--- src/rtl/ysyx_22040127_line_fill_bridge_pkg.sv ---
// rtl/ysyx_22040127_line_fill_bridge_pkg.sv - shared constants and state encoding for the line fill bridge
`ifndef CACHE_DATA_SIZE
`define CACHE_DATA_SIZE 128
`endif

package ysyx_22040127_line_fill_bridge_pkg;

    localparam int DEF_LINE_W = `CACHE_DATA_SIZE;
    localparam int DEF_BEAT_W = DEF_LINE_W / 2;

    localparam logic [1:0] AXI_BURST_INCR = 2'b01;
    localparam logic [1:0] AXI_RESP_OKAY  = 2'b00;
    localparam logic [2:0] AXI_SIZE_8B    = 3'b011;
    localparam logic [7:0] AXI_LEN_2BEAT  = 8'd1;

    typedef enum logic [2:0] {
        S_IDLE  = 3'd0,
        S_AR    = 3'd1,
        S_BEAT0 = 3'd2,
        S_BEAT1 = 3'd3,
        S_RESP  = 3'd4,
        S_DROP  = 3'd5
    } fill_state_t;

endpackage

--- src/rtl/ysyx_22040127_line_fill_bridge.sv ---
// rtl/ysyx_22040127_line_fill_bridge.sv - icache refill request to two-beat AXI4 read burst bridge
module ysyx_22040127_line_fill_bridge
    import ysyx_22040127_line_fill_bridge_pkg::*;
#(
    parameter int         ADDR_W = 32,
    parameter int         LINE_W = DEF_LINE_W,
    parameter int         BEAT_W = DEF_BEAT_W,
    parameter logic [3:0] AXI_ID = 4'd0
) (
    input  logic              clk,
    input  logic              rst,
    input  logic [63:0]       req_addr,
    input  logic              req_valid,
    output logic              res_valid,
    output logic [LINE_W-1:0] res_data,
    output logic              res_err,
    output logic [3:0]        arid,
    output logic [ADDR_W-1:0] araddr,
    output logic [7:0]        arlen,
    output logic [2:0]        arsize,
    output logic [1:0]        arburst,
    output logic              arvalid,
    input  logic              arready,
    input  logic [BEAT_W-1:0] rdata,
    input  logic [1:0]        rresp,
    input  logic              rlast,
    input  logic              rvalid,
    output logic              rready
);

    fill_state_t state;
    logic        err;

    // Only the line-address field of the request is meaningful.
    logic unused_addr_bits;
    assign unused_addr_bits = ^{req_addr[63:ADDR_W], req_addr[3:0]};

    // Burst shape never changes: one 2-beat INCR burst of 8-byte beats per line.
    assign arid    = AXI_ID;
    assign arlen   = AXI_LEN_2BEAT;
    assign arsize  = AXI_SIZE_8B;
    assign arburst = AXI_BURST_INCR;

    // Request/burst sequencer with registered AXI handshakes and response pulse.
    always_ff @(posedge clk) begin
        if (rst) begin
            state     <= S_IDLE;
            arvalid   <= 1'b0;
            rready    <= 1'b0;
            res_valid <= 1'b0;
            res_err   <= 1'b0;
            res_data  <= '0;
            araddr    <= '0;
            err       <= 1'b0;
        end else begin
            res_valid <= 1'b0;
            case (state)
                S_IDLE: begin
                    if (req_valid) begin
                        araddr  <= {req_addr[ADDR_W-1:4], 4'b0000};
                        err     <= 1'b0;
                        arvalid <= 1'b1;
                        state   <= S_AR;
                    end
                end
                S_AR: begin
                    // Once raised, AR stays up until accepted, whatever the cache does.
                    if (arvalid && arready) begin
                        arvalid <= 1'b0;
                        rready  <= 1'b1;
                        state   <= S_BEAT0;
                    end
                end
                S_BEAT0: begin
                    if (rvalid && rready) begin
                        res_data[BEAT_W-1:0] <= rdata;
                        err   <= err | (rresp != AXI_RESP_OKAY) | rlast;
                        state <= S_BEAT1;
                    end
                end
                S_BEAT1: begin
                    if (rvalid && rready) begin
                        res_data[LINE_W-1:BEAT_W] <= rdata;
                        res_err   <= err | (rresp != AXI_RESP_OKAY) | ~rlast;
                        rready    <= 1'b0;
                        res_valid <= 1'b1;
                        state     <= S_RESP;
                    end
                end
                S_RESP: begin
                    state <= S_DROP;
                end
                S_DROP: begin
                    // The level request is still the one just served until it drops.
                    if (!req_valid) begin
                        state <= S_IDLE;
                    end
                end
                default: begin
                    state <= S_IDLE;
                end
            endcase
        end
    end

endmodule

--- config.mk ---
export PLATFORM = sky130hd
export DESIGN_NAME = ysyx_22040127_line_fill_bridge
export DESIGN_NICKNAME = d
export VERILOG_FILES = /design/src/rtl/ysyx_22040127_line_fill_bridge_pkg.sv /design/src/rtl/ysyx_22040127_line_fill_bridge.sv
export SDC_FILE = /design/constraint.sdc
export NUM_CORES = 1
export LEC_CHECK = 0
export ABC_AREA = 1
export CORE_UTILIZATION = 39
export DETAILED_ROUTE_END_ITERATION = 6
export PLACE_DENSITY = 0.79
export SETUP_SLACK_MARGIN = 0.1
export SLEW_MARGIN = 20
export SYNTH_ARGS = -nofsm -noshare
export SYNTH_HDL_FRONTEND = slang
export SYNTH_SLANG_ARGS = --single-unit
--- constraint.sdc ---
create_clock -name clk -period 1.55 [get_ports clk]
set_input_delay 0.2325 -clock clk [delete_from_list [all_inputs] [get_ports clk]]
set_output_delay 0.2325 -clock clk [all_outputs]
set_load 0.005 [all_outputs]
* After elaboration in Yosys (flattened, before gate mapping) *
Index checks and enable logic that the tools add are counted.
Widths: inputs -> output; s select.

storage, ports and cells
  register bits after elaboration = 164
  bits in latches = 0
  RAM bits = 0
  memory bits (read-only) = 0
  input bits = 136
  logic and storage cells = 55
  memories kept = 0

cells by class
  add/sub/neg operators = 0
  multipliers = 0
  div/mod/pow operators = 0
  order comparisons = 0
  equality and inequality tests = 10
  shift operators = 0
  multiplexer cells = 16
  bitwise operators = 5
  reductions and logical operators = 15

operators by type and width
  cell                count
  $pmux 3 s6          1
  $mux 3              5
  $ne 2x2->1 const B  5
  $reduce_and 3->1    3
  $reduce_bool 2->1   4
  $mux 1              7
  $eq 3x2->1 const B  2
  $eq 3x3->1 const B  2
  $pmux 1 s2          3
  $reduce_and 2->1    3
  $reduce_and 5->1    1
  $eq 3x1->1 const B  1
  $logic_not 3->1     1
  $or 1x1->1          3
  $logic_and 1x1->1   2
  $not 1->1           2
  $reduce_or 2->1     1

* Depth between registers and ports, before layout *
  depth in word-level cells = 5
  gate-level depth with buffers = 9

* Worst setup path before layout *
OpenSTA, ideal clock, no wires.

  path type = reg2reg
  start = register state[0]
  end = register res_data[100]
  setup time = 116 ps
  arrival time = 1,114 ps
  required time = 1,434 ps
  path slack = 320 ps
  stages on the path, launching flop included = 8
  period minus slack after synthesis = 1,230 ps
  cell sequence = dfxtp_1 > nand3_2 > nor2_4 > inv_2 > buf_6 > buf_2 > nor2_1 > nor2_1

on the way
  word-level cells in the longest chain between the ends = 2

RTL lines
  item                               line                                  text
  start, declared                    ysyx_22040127_line_fill_bridge.sv:31  fill_state_t state;
  start signal, assigned             ysyx_22040127_line_fill_bridge.sv:47  state <= S_IDLE;
  start signal, assigned             ysyx_22040127_line_fill_bridge.sv:63  state <= S_AR;
  start signal, assigned             ysyx_22040127_line_fill_bridge.sv:71  state <= S_BEAT0;
  $eq 3x2->1                         ysyx_22040127_line_fill_bridge.sv:57  case (state)
  $reduce_and 2->1 (no source line)  n/a
  end signal, assigned by index      ysyx_22040127_line_fill_bridge.sv:76  res_data[BEAT_W-1:0] <= rdata;
  end signal, assigned by index      ysyx_22040127_line_fill_bridge.sv:83  res_data[LINE_W-1:BEAT_W] <= rdata;
  end, declared                      ysyx_22040127_line_fill_bridge.sv:15  output logic [LINE_W-1:0] res_data,

Every way passes these cells.
A chain may end at the register's enable or synchronous reset.

* Worst setup path after layout *
  start = register state[2]
  end = register res_data[7]

The elaborated chain is that of the path after synthesis.

==> run_results.csv <==
group,metric,value,unit
outcome,outcome,"complete, no violations",
drt,wl_per_cell,14.7,microns
power_and_ir_drop,power_density,1130,nW/um^2
clocking,clock_latency,0.42,ns
global_routing,grt_usage,22.6,%
final_layout,seqCellArea,3300,sq um
worst_setup_path,cpPeakStageDelay,0.35,ns
power_and_ir_drop,p_sw_share,27.1,%
yosys,synth.area.mux_share,0,%
final_layout,nets,1158,
clocking,root_buffer,"clkbuf_16",
timing,drv_slew,0,
worst_setup_path,r2r_start,"state[2]",
worst_setup_path,worstSetupPathType,"reg -> reg",
yosys,netlist_area,6110,sq um
worst_setup_path,endpoint_kind,"flip-flop",
drt,drt_iter0_drc,331,
floorplan,die_h,127,microns
worst_setup_path,cpMaxStageDelayCell,"dfxtp_1",
clocking,clock_sinks,164,
worst_setup_path,startpoint_type,"flip-flop",
place,dp_cells,1214,
yosys,yosysSeqAreaShare,53.7,%
worst_hold_path,min_path_type,"in -> reg",
place,place_hpwl,12500,microns
worst_hold_path,hp-start,"rst",
floorplan,core_area,15300,sq um
yosys,synth_warnings,0,
timing,finalCritPeriodShare,88.8,%
yosys,syn_avg_cell_area,7.91,sq um
clocking,ctsHoldBuffers,0,
yosys,synth_fa_ha_area_share,0,%
yosys,post_synth_xor_area_fraction,0,%
place,place_area,8880,sq um
power_and_ir_drop,p_comb_share,17.2,%
global_routing,grt_pass1_wl,28800,microns
drt,via_per_inst,4.82,
timing,rsz0062_at_grt,"yes",
clocking,post_cts_buffers,0,
yosys,synth-seq-cells,164,
yosys,synth_compound_area_share,15.8,%
floorplan,die_w,127,microns
worst_setup_path,arrival,1.71,ns
final_layout,multi_input_area,2270,sq um
final_layout,design_area,9300,sq um
clocking,numCtsBuffers,17,
timing,fin_hold_ws,0.291,ns
timing,fmax,0.726,GHz
power_and_ir_drop,p_int,0.00766,W
power_and_ir_drop,ir_drop,0.761,mV
final_layout,drive_gt1_share,8.31,%
global_routing,grt_pass1_vias,5735,
worst_setup_path,cp.required,1.89,ns
drt,wl,18300,microns
worst_setup_path,crit_family,"simple AND/OR/NAND/NOR gates",
power_and_ir_drop,p_total,0.0105,W
floorplan,dieArea,16200,sq um
floorplan,start_util,40.1,%
worst_setup_path,critPathBufInv,2,
power_and_ir_drop,share_seq_of_total_power,43.9,%
drt,ant_nets,0,
final_layout,final_cell_mix,"dlygate4sd2_1, dfxtp_1, nor2_1",
timing,finalSetupViolations,0,
worst_setup_path,path_cells,"nor2_2, nand2_1, inv_2, buf_6, nand3_1, a21oi_1",
power_and_ir_drop,clkPwrFrac,39.0,%
final_layout,final_common_cell,"dlygate4sd2_1",
timing,hold_viol,0,
timing,period_needed,1.38,ns
drt,vias,6003,
final_layout,diodes,0,
worst_setup_path,worst-path-max-fanout,25,
clocking,clk_path_buf_depth,2,
yosys,synth_top_family_by_area,"simple AND/OR/NAND/NOR gates",
floorplan,ioPinCount,317,
run,maxCapViolations,0,
place,globalplace.congestion,0.784,
power_and_ir_drop,switching_power,0.00285,W
drt,first_pass_iters,5,
power_and_ir_drop,p_leak,4.41,nW
floorplan,rows,45,
global_routing,grt_max_degree,57,
final_layout,finalNonFillerCells,1246,
yosys,synthesis.instances,773,
final_layout,area_growth_syn_to_layout,52.0,%
drt,drc,0,
clocking,h-tree-depth,4,
final_layout,n_fill_cell,1390,
clocking,cts_tree,"built",
place,port_buffers,259,
global_routing,overflow,0,
timing,finClkSkew,0.00807,ns
yosys,yosysUniqueCellTypes,22,
worst_setup_path,crit_start,"state[2]",
global_routing,antenna_found_initial,0,
clocking,clkTransAtPathRegs,0.06,ns
final_layout,finish.utilization,60.9,%
yosys,synth-simple-area-share,19.9,%
[power by group through the flow]
stage | Combinational [W] | Sequential (W) | Clock [W]
2_1_floorplan | 0.000949 | 0.00473 | 0
3_3_place_gp | 0.00190 | 0.00470 | 0
3_5_place_dp | 0.00192 | 0.00471 | 0
4_1_cts | 0.00178 | 0.00461 | 0.00418
5_1_grt | 0.00199 | 0.00464 | 0.00436
6_report | 0.00180 | 0.00461 | 0.00409
[path summary, 6_finish.rpt]
| check | depth (start not counted) | to | slack (ns) |
|---|---|---|---|
| setup / recovery | 6 | res_data[7] | 0.17 |
| hold / removal | 3 | res_valid | 0.29 |
| setup reg to reg | 6 | res_data[7] | 0.17 |
| hold reg to reg | 2 | araddr[8] | 0.44 |
[kinds of logic (layout without fill, tap and decap cells)]
family | count (synthesis) | in the layout
and+or+nand+nor | 294 | 294
AOI/OAI and AO/OA | 192 | 192
DFF | 164 | 164
other | 2 | 21
buffers and inverters | 121 | 364
[area by class of cell]
class,instances,share of cell area [%]
flip-flops and latches,164,35.5
well taps,211,2.84
clock inverters,11,1.06
inverters,41,1.66
clock buffers,21,5.17
multi-input cells,507,24.4
repair buffers,291,29.4
[synthesized netlist by cell type, drive strengths merged]
cell | count | share of area, %
dfxtp | 164 | 54
nand4 | 1 | 0.10
nor3 | 1 | 0.082
nand3 | 74 | 6.1
a31oi | 1 | 0.10
o21ai | 97 | 7.9
a211oi | 1 | 0.12
nand2 | 75 | 4.6
clkbuf | 18 | 1.1
buf | 62 | 6.9
inv | 41 | 2.5
nor2 | 143 | 8.9
conb | 2 | 0.12
a21oi | 93 | 7.6
[registers in the layout, indices dropped and copies added, names as in the netlist]
name / flops
err: 1
res_valid: 1
arvalid: 1
res_data: 128
araddr: 28
rready: 1
res_err: 1
state: 3
[per-layer routing]
layer  GRT usage (%)  wire length, microns  vias up
met1            25.9                  7510     2737
met2            38.6                  8820      249
met3            7.37                  1460       36
met4            10.1                   482        0
li1                -                     -     2981
met5               0                     0        -
[tightest hold or removal path: stages]
cell,delay (ns)
buf_2,0.13
buf_4,0.20
nor2_1,0.11
[stage by stage]
| stage | setup WS [ns] | setup TNS, ns |
|---|---|---|
| after global placement | -0.0985 | -5.06 |
| final | 0.173 | 0 |
| after detailed placement | -0.114 | -5.50 |
| after floorplan | 0.320 | 0 |
| after global routing | 0.0695 | 0 |
| after CTS | 0.114 | 0 |
[repair_timing]
item	4_1_cts	5_1_grt
pin swaps	0	0
endpoints found under the setup margin	160	54
gates resized for setup	171	5
gates cloned	0	0
Power figures use the tool's default switching activity.
